File: src/rtl/snake_pkg.sv
// rtl/snake_pkg.sv - shared widths, start position and scan state encoding for the snake body store
package snake_pkg;
   localparam int DEF_COORD_BIT        = 7;
   localparam int DEF_SNAKE_LENGTH_BIT = 4;
   localparam int DEF_INIT_LENGTH      = 3;
   localparam int DEF_START_X          = 20;
   localparam int DEF_START_Y          = 15;

   typedef enum logic [1:0] {IDLE, SCAN, DONE} scan_state_t;

   function automatic int depth_of(input int length_bit);
      return 2 ** length_bit;
   endfunction

   function automatic int max_len_of(input int length_bit);
      return depth_of(length_bit) - 1;
   endfunction
endpackage

File: src/rtl/snake_body_scan.sv
// rtl/snake_body_scan.sv - sequential self-collision scan: compares segment j against the head, one per cycle
module snake_body_scan import snake_pkg::*; #(
   parameter int COORD_BIT        = DEF_COORD_BIT,
   parameter int SNAKE_LENGTH_BIT = DEF_SNAKE_LENGTH_BIT
) (
   input  logic                        clock_25,
   input  logic                        reset,
   input  logic                        restart,
   input  logic                        start,
   input  logic [SNAKE_LENGTH_BIT-1:0] length,
   input  logic [COORD_BIT-1:0]        head_x,
   input  logic [COORD_BIT-1:0]        head_y,
   input  logic [COORD_BIT-1:0]        seg_x,
   input  logic [COORD_BIT-1:0]        seg_y,
   output logic [SNAKE_LENGTH_BIT-1:0] seg_index,
   output logic                        busy,
   output logic                        self_hit,
   output logic                        scan_done
);
   localparam logic [SNAKE_LENGTH_BIT-1:0] ONE = SNAKE_LENGTH_BIT'(1);

   scan_state_t state;
   logic        hit;
   logic        match;

   assign match     = (seg_x == head_x) && (seg_y == head_y);
   assign busy      = (state != IDLE);

   always_ff @(posedge clock_25 or posedge reset) begin
      if (reset) begin
         state     <= IDLE;
         seg_index <= ONE;
         hit       <= 1'b0;
         self_hit  <= 1'b0;
         scan_done <= 1'b0;
      end else if (restart) begin
         state     <= IDLE;
         seg_index <= ONE;
         hit       <= 1'b0;
         self_hit  <= 1'b0;
         scan_done <= 1'b0;
      end else begin
         self_hit  <= 1'b0;
         scan_done <= 1'b0;
         case (state)
            IDLE: begin
               if (start) begin
                  state     <= SCAN;
                  seg_index <= ONE;
                  hit       <= 1'b0;
               end
            end
            SCAN: begin
               hit <= hit | match;
               // Last body segment: fold its compare straight into the registered pulse.
               if (seg_index == length - ONE) begin
                  state     <= DONE;
                  scan_done <= 1'b1;
                  self_hit  <= hit | match;
               end else begin
                  seg_index <= seg_index + ONE;
               end
            end
            DONE:    state <= IDLE;
            default: state <= IDLE;
         endcase
      end
   end
endmodule

File: src/rtl/snake_body_store.sv
// rtl/snake_body_store.sv - circular snake segment store with read port and collision scan; SNAKE_TAIL_OUT_EN adds tail erase outputs
module snake_body_store import snake_pkg::*; #(
   parameter int COORD_BIT        = DEF_COORD_BIT,
   parameter int SNAKE_LENGTH_BIT = DEF_SNAKE_LENGTH_BIT,
   parameter int INIT_LENGTH      = DEF_INIT_LENGTH,
   parameter int START_X          = DEF_START_X,
   parameter int START_Y          = DEF_START_Y
) (
   input  logic                        clock_25,
   input  logic                        reset,
   input  logic                        restart,
   input  logic                        step,
   input  logic                        grow,
   input  logic [COORD_BIT-1:0]        head_x_in,
   input  logic [COORD_BIT-1:0]        head_y_in,
   input  logic [SNAKE_LENGTH_BIT-1:0] rd_index,
   output logic [COORD_BIT-1:0]        rd_x,
   output logic [COORD_BIT-1:0]        rd_y,
   output logic                        rd_valid,
   output logic [SNAKE_LENGTH_BIT-1:0] snake_length,
   output logic                        full,
   output logic                        busy,
   output logic                        self_hit,
   output logic                        scan_done,
`ifdef SNAKE_TAIL_OUT_EN
   output logic [COORD_BIT-1:0]        tail_x,
   output logic [COORD_BIT-1:0]        tail_y,
   output logic                        tail_valid,
`endif
   output logic                        overrun
);
   localparam int L     = SNAKE_LENGTH_BIT;
   localparam int DEPTH = depth_of(L);
   localparam logic [L-1:0] ONE      = L'(1);
   localparam logic [L-1:0] MAX_LEN  = L'(max_len_of(L));
   localparam logic [L-1:0] INIT_LEN = L'(INIT_LENGTH);
   localparam logic [L-1:0] INIT_PTR = L'(INIT_LENGTH - 1);

   logic [COORD_BIT-1:0] mem_x  [DEPTH];
   logic [COORD_BIT-1:0] mem_y  [DEPTH];
   logic [COORD_BIT-1:0] next_x [DEPTH];
   logic [COORD_BIT-1:0] next_y [DEPTH];
   logic [COORD_BIT-1:0] init_x [DEPTH];
   logic [COORD_BIT-1:0] init_y [DEPTH];
   logic [L-1:0]         head_ptr, next_ptr, next_len, scan_index, rd_addr;
   logic                 accept, grows, rd_ok;

   assign full   = (snake_length == MAX_LEN);
   assign accept = step && !busy && !restart;
   assign grows  = grow && !full;

   // Initial snake lies horizontally with the head at the start position, tail extending to -x.
   always_comb begin
      for (int k = 0; k < DEPTH; k++) begin
         init_x[k] = '0;
         init_y[k] = '0;
         if (k < INIT_LENGTH) begin
            init_x[k] = COORD_BIT'(START_X - (INIT_LENGTH - 1 - k));
            init_y[k] = COORD_BIT'(START_Y);
         end
      end
   end

   always_comb begin
      next_x   = mem_x;
      next_y   = mem_y;
      next_ptr = head_ptr;
      next_len = snake_length;
      if (restart) begin
         next_x   = init_x;
         next_y   = init_y;
         next_ptr = INIT_PTR;
         next_len = INIT_LEN;
      end else if (accept) begin
         next_ptr         = head_ptr + ONE;
         next_x[next_ptr] = head_x_in;
         next_y[next_ptr] = head_y_in;
         if (grows) next_len = snake_length + ONE;
      end
   end

   // Read port looks at post-update state so a same-cycle step is visible immediately.
   assign rd_addr = next_ptr - rd_index;
   assign rd_ok   = (rd_index < next_len);

   always_ff @(posedge clock_25 or posedge reset) begin
      if (reset) begin
         mem_x        <= init_x;
         mem_y        <= init_y;
         head_ptr     <= INIT_PTR;
         snake_length <= INIT_LEN;
         rd_x         <= '0;
         rd_y         <= '0;
         rd_valid     <= 1'b0;
         overrun      <= 1'b0;
      end else begin
         mem_x        <= next_x;
         mem_y        <= next_y;
         head_ptr     <= next_ptr;
         snake_length <= next_len;
         rd_valid     <= rd_ok;
         rd_x         <= rd_ok ? next_x[rd_addr] : '0;
         rd_y         <= rd_ok ? next_y[rd_addr] : '0;
         if (restart)          overrun <= 1'b0;
         else if (step && busy) overrun <= 1'b1;
      end
   end

`ifdef SNAKE_TAIL_OUT_EN
   logic [L-1:0] tail_addr;
   assign tail_addr = head_ptr - (snake_length - ONE);

   always_ff @(posedge clock_25 or posedge reset) begin
      if (reset) begin
         tail_x     <= '0;
         tail_y     <= '0;
         tail_valid <= 1'b0;
      end else if (restart) begin
         tail_x     <= '0;
         tail_y     <= '0;
         tail_valid <= 1'b0;
      end else begin
         tail_valid <= accept && !grows;
         if (accept && !grows) begin
            tail_x <= mem_x[tail_addr];
            tail_y <= mem_y[tail_addr];
         end
      end
   end
`endif

   snake_body_scan #(
      .COORD_BIT        (COORD_BIT),
      .SNAKE_LENGTH_BIT (SNAKE_LENGTH_BIT)
   ) u_scan (
      .clock_25  (clock_25),
      .reset     (reset),
      .restart   (restart),
      .start     (accept),
      .length    (snake_length),
      .head_x    (mem_x[head_ptr]),
      .head_y    (mem_y[head_ptr]),
      .seg_x     (mem_x[head_ptr - scan_index]),
      .seg_y     (mem_y[head_ptr - scan_index]),
      .seg_index (scan_index),
      .busy      (busy),
      .self_hit  (self_hit),
      .scan_done (scan_done)
   );
endmodule
File: config.mk
export PLATFORM = sky130hd
export DESIGN_NAME = snake_body_store
export DESIGN_NICKNAME = d
export VERILOG_FILES = /design/src/rtl/snake_pkg.sv /design/src/rtl/snake_body_scan.sv /design/src/rtl/snake_body_store.sv
export SDC_FILE = /design/constraint.sdc
export NUM_CORES = 1
export LEC_CHECK = 0
export CORE_ASPECT_RATIO = 2
export CORE_UTILIZATION = 25
export CTS_CLUSTER_SIZE = 12
export DETAILED_ROUTE_END_ITERATION = 8
export PLACE_DENSITY_LB_ADDON = 0.15
export SLEW_MARGIN = 0
export SYNTH_ARGS = -nofsm -noshare
export SYNTH_HDL_FRONTEND = slang
export SYNTH_SLANG_ARGS = --single-unit
File: constraint.sdc
create_clock -name clock_25 -period 11 [get_ports clock_25]
set_input_delay 2.2 -clock clock_25 [delete_from_list [all_inputs] [get_ports clock_25]]
set_output_delay 2.2 -clock clock_25 [all_outputs]
set_load 0.005 [all_outputs]
==> flow_summary.toml, run 1 <==
[final_layout]
final_common_cell = "dfrtp_1"
fillCellCount = 6930
diodes = 0
stdcell_count = 2478
seq_area_sq_um = 6467
mostFrequentLayoutCells = "dfrtp_1, nand2_1, nor2_1"
drive_gt1_share_pct = 18.43
final_nets = 1623
areaGrowthSynthToFinish_pct = 13.46
multi_input_area_sq_um = 9671

[run_status]
status = "complete, no violations"

[timing]
slew_violations = 0
fmax_ghz = 0.1630
slew_headroom_pct = 22.89
fin_ws_ps = 4865
worst_slew_pin_slew_ps = 1154
finalCritPeriodShare_pct = 55.77
tns_ps = 0
rsz0062_at_grt = "false"
period_minus_slack_ps = 6135
clock_skew_ps = 19.60
hold_viol_final = 0
finalSetupViolations = 0

[clock_tree]
cts_root_buffer = "clkbuf_16"
cts_resized = 0
insertion_delay_ps = 580
cts_max_level = 1
clock_path_buffers = 3
post_cts_buffers = 0
cts_tree = "done"
cts_hold_buf = 0
clkTransAtPathRegs_ps = 70
cts_sinks = 257
cts-buffers-inserted = 27

[worst_hold_path]
holdPathEnd = "overrun"
holdPathStages = 2
hp-class = "reg -> reg"
min_from = "overrun"

[grt]
grt_pass1_wl_um = 103800
gr-usage-all-layers_pct = 21.48
grt_pass1_vias = 14080
grt_max_degree = 108
antenna_found_initial = 0
overflow = 0

[setup_path]
worstPathRequired_ps = 11420
worstPathMaxFanout = 43
r2r-end = "u_scan.self_hit"
worstSetupStartpointType = "input port"
critical_path_arrival_ps = 6550
crit_type = "in -> reg"
rr_worst_depth = 13
critPathCaptureType = "flop"
timing.rr.start = "head_ptr[0]"
rrSetupSlack_ps = 5540

[drt]
vias = 13550
avgViaCountPerCell = 5.469
ant_nets = 0
first_pass_iters = 5
detail_route.wl_per_cell_um = 29.10
routed_wl_um = 72100
drc = 0
drtIter0Drc = 987

[power_and_ir_drop]
power_w = 0.002910
p_leak_nw = 7.726
p_switching_w = 0.001093
vdd_drop_max_v = 0.0001030
pwr-share-comb_pct = 33.3
seqPwrFrac_pct = 34.6
clockPowerShare_pct = 32.2
power_density_nw_per_um2 = 153.3
p_int_w = 0.001817
switching_share_pct = 37.57

[synthesis]
synth.avg_cell_area_sq_um = 10.39
yosys_warnings = 0
synth_cell_types = 63
synth-seq-cells = 257
synth_area_sq_um = 16730
ys_async_sr_fraction_pct = 100.0
synth-seq-area-share_pct = 38.62
ys.flop_type = "dfrtp_1"
synth_edf_count = 0
synth_nets = 1652
syn_inst = 1610

[floorplanning]
ios = 47
core_area_sq_um = 65900
num_rows = 133
die_h_um = 367.8
dieArea_sq_um = 68010
start_util_pct = 25.38
die_w_um = 184.9

[placed_design]
post-place-ws_ps = 4322
port_buffers = 46
dpl.hpwl_um = 47270
gp_congestion = 0.8358
dpl.cell_count = 2429

[job]
max-cap-violations = 0
==> cells in the mapped netlist (all sizes together), types with 4 or more instances <==
master  number  area (sq um)
nand2      213         802.0
mux4       135          3040
o22ai       21         131.4
or2          7         43.79
xnor2       24         210.2
a21o         4         30.03
o32a         5         50.05
dfrtp      234          5856
and3         9         56.30
o32ai        7         61.31
buf         54         282.8
mux2i      179          1792
nand2b       4         25.02
a21oi      117         611.8
inv         26         97.59
a221oi      13         113.9
nor3        35         175.2
dfstp       23         604.3
and2        10         62.56
o211ai       7         52.55
mux2        19         214.0
clkbuf      94         352.8
ha          17         212.7
nand3       10         50.05
a211oi      16         120.1
nand3b       4         30.03
o21a         4         30.03
a311oi       8         70.07
o221ai       7         61.31
nor4         5         31.28
xor2        11         96.34
a31oi        8         50.05
nor2       207         782.0
o21ai       38         201.5
==> cell type report <==
type	count	share of cell area, %
multi-input cells	1178	50.96
clock inverters	4	0.2505
well taps	877	5.782
inverters	27	0.5736
repair buffers	90	4.174
clock buffers	45	4.180
flip-flops and latches	257	34.08
==> sequential cells by signal, indices dropped and copies added, names as in the netlist <==
| name | flops |
|---|---|
| rd_y | 7 |
| u_scan.hit | 1 |
| rd_valid | 1 |
| head_ptr | 4 |
| u_scan.scan_done | 1 |
| u_scan.self_hit | 1 |
| mem_y | 112 |
| rd_x | 7 |
| u_scan.seg_index | 4 |
| u_scan.state | 2 |
| overrun | 1 |
| mem_x | 112 |
| snake_length | 4 |
==> worst max-delay path: stages <==
cell	delay, ps
clkdlybuf4s50_1	520
inv_1	70
nor2_1	420
xnor2_1	100
or2_2	330
ha_4	630
clkinv_1	170
buf_4	360
nand2_1	740
o22ai_1	250
nor3_1	180
a311oi_1	70
nor4_1	310
nor3_1	100
==> power by group through the flow <==
stage | logic [W] | registers (W) | clock network (W)
after global placement | 0.000962 | 0.00102 | 0
after global routing | 0.00102 | 0.00101 | 0.000988
after CTS | 0.000969 | 0.00101 | 0.000962
after floorplan | 0.000607 | 0.000997 | 0
final | 0.000968 | 0.00101 | 0.000936
after detailed placement | 0.000966 | 0.00103 | 0
==> metrics by stage <==
stage	util (%)	area, sq um	hold WS (ps)
2_1_floorplan	-	16730	485.9
3_3_place_gp	27.52	18140	478.7
3_5_place_dp	27.52	18140	510.6
4_1_cts	28.80	18980	526.2
5_1_grt	28.80	18980	546.8
6_report	28.80	18980	510.1
==> cells by family (layout without fill, tap and decap cells) <==
kind of cell / count (synthesis) / after routing / synth area share [%]
buf+inv: 175 / 166 / 4.406
simple gates: 516 / 516 / 12.94
xor+xnor: 35 / 35 / 1.833
mux: 333 / 333 / 30.17
fa+ha+maj: 19 / 19 / 1.511
compound gates: 275 / 275 / 10.52
flops: 257 / 257 / 38.62
==> how the worst max path moves through the flow <==
stage / from / to / slack, ps / cells after the start
finish: step / rd_y[1] / 4860 / 14
global route: step / rd_y[3] / 4530 / 14
CTS: step / rd_y[1] / 4910 / 14
detailed placement: step / rd_y[1] / 4320 / 14
global placement: step / rd_y[1] / 4320 / 14
floorplan: reset / head_ptr[0] / 1770 / 1
==> per-layer routing <==
| layer | global-route usage, % | vias up | routed length, um |
|---|---|---|---|
| li1 | - | 5807 | - |
| met1 | 23.09 | 7056 | 25580 |
| met2 | 38.37 | 497 | 37650 |
| met3 | 2.354 | 193 | 3003 |
| met4 | 15.64 | 0 | 5867 |
| met5 | 0 | - | 0 |
(Power assumes the default switching activity.)
==> run 2, diff against run 1 <==
==> constraint.sdc (replaced) <==
create_clock -name clock_25 -period 6.15 [get_ports clock_25]
set_input_delay 1.23 -clock clock_25 [delete_from_list [all_inputs] [get_ports clock_25]]
set_output_delay 1.23 -clock clock_25 [all_outputs]
set_load 0.005 [all_outputs]
==> run 2 against run 1 <==
- final cell count grew 1.2%
- combinational power grew 88%
- highest routed layer unchanged
- clock skew shrank 8.7 ps
- critical path depth shrank 3
- clock power grew 97%
- global-route usage grew 1.5 points
- sequential power grew 77%
- setup slack lost 3700 ps
- first-iteration DRC count grew 14%
==> flow_summary.toml, run 2 (synthesis gave the netlist of run 1 again) <==
[run_status]
status = "complete, no violations"

[grt]
grt_max_degree = 113
antenna_found_initial = 0
grt_pass1_vias = 14720
gr-usage-all-layers_pct = 22.99
overflow = 0
grt_pass1_wl_um = 110600

[setup_path]
critPathSlowestCell = "dfstp_4"
worstPathMaxFanout = 32
rr_worst_depth = 11
critPathCaptureType = "flop"
cpPeakStageDelay_ps = 1010
path_cells = "ha_1 > nand3b_1 > a21oi_2 > or2_2 > buf_4 > nand2_1 > a31oi_1 > xor2_1 > nor4_1 > nand4_1 > o21ai_0"
crit_type = "reg -> reg"
critical_path_arrival_ps = 5440
worstSetupStartpointType = "flop"
worstPathRequired_ps = 6600

[placed_design]
gp_congestion = 0.8963
place_area_sq_um = 18380
port_buffers = 46
dpl.cell_count = 2454
dpl.hpwl_um = 51950

[final_layout]
stdcell_count = 2508
seq_area_sq_um = 6467
final_nets = 1650
areaGrowthSynthToFinish_pct = 15.58
multi_input_area_sq_um = 9664
drive_gt1_share_pct = 20.06
fillCellCount = 6916
final_cell_area_sq_um = 19330
top_regs = "mem_x x112, mem_y x112"
mostFrequentLayoutCells = "dfrtp_1, nand2_1, nor2_1"
final_common_cell = "dfrtp_1"

[timing]
tns_ps = 0
fmax_ghz = 0.2004
period_minus_slack_ps = 4989
clock_skew_ps = 10.89
finalSetupViolations = 0
worst_slew_pin_slew_ps = 1109
rsz0062_at_grt = "false"
slew_violations = 0
timing.hold.ws_ps = 499.3
slew_headroom_pct = 25.87
hold_viol_final = 0
finalCritPeriodShare_pct = 81.12

[floorplanning]
dieArea_sq_um = 68010
die_w_um = 184.9
ios = 47
start_util_pct = 25.38
core_area_sq_um = 65900
num_rows = 133
die_h_um = 367.8

[job]
max-cap-violations = 0

[power_and_ir_drop]
power_w = 0.005451
power_density_nw_per_um2 = 281.9
p_leak_nw = 7.933
vdd_drop_max_v = 0.0002159

[worst_hold_path]
holdPathStages = 2
hp-class = "reg -> reg"

[clock_tree]
cts_sinks = 257
clock_path_buffers = 3
post_cts_buffers = 0
clkTransAtPathRegs_ps = 70
cts_max_level = 1
cts_tree = "done"
cts_resized = 0
cts_root_buffer = "clkbuf_16"
insertion_delay_ps = 600
cts-buffers-inserted = 29
cts_hold_buf = 0

[drt]
drtIter0Drc = 1129
first_pass_iters = 5
routed_wl_um = 76750
ant_nets = 0
detail_route.wl_per_cell_um = 30.60
drc = 0
vias = 13800
avgViaCountPerCell = 5.500
## run 2: path summary, 6_finish.rpt
kind / start / to / slack [ps]
min in group asynchronous: reset / mem_y[68] / 1210
hold / removal: overrun / overrun / 500
hold reg to reg: overrun / overrun / 500
setup / recovery: head_ptr[1] / u_scan.hit / 1160
max in group asynchronous: reset / mem_x[18] / 4090
setup reg to reg: head_ptr[1] / u_scan.hit / 1160
## run 2: power breakdown
part / leakage, nW / total, W / switching (W) / internal (W)
logic: 3.97 / 0.00182 / 0.00119 / 0.000629
clock network: 0.471 / 0.00184 / 0.000803 / 0.00104
registers: 3.50 / 0.00179 / 0.0000594 / 0.00173
## run 2: routing by layer
layer / track usage, % / up-vias / wire length (um)
met3: 3.818 / 215 / 4470
met4: 18.09 / 0 / 7127
met1: 24.39 / 7130 / 26460
li1: - / 5863 / -
met2: 39.87 / 587 / 38690
met5: 0 / - / 0
## run 2: worst max-delay path: cells and delay by family, from the launching register on
family / cells / cell delay (ps)
fa+ha+maj: 1 / 230
buf+inv: 1 / 460
xor+xnor: 1 / 820
compound gates: 3 / 1220
flops: 1 / 1010
simple gates: 5 / 1020
## run 2: area by class of cell
class	instances	share of cell area (%)
diodes	1	0.01294
well taps	877	5.676
clock buffers	45	4.427
flip-flops and latches	257	33.45
inverters	27	0.5437
repair buffers	115	5.391
multi-input cells	1178	49.99
clock inverters	8	0.5048
## run 2: per-stage QoR
step | util, % | worst slack [ps]
2_1_floorplan | - | 1438
3_3_place_gp | 27.89 | 719.9
3_5_place_dp | 27.89 | 719.2
4_1_cts | 29.33 | 1345
5_1_grt | 29.33 | 1034
6_report | 29.34 | 1161
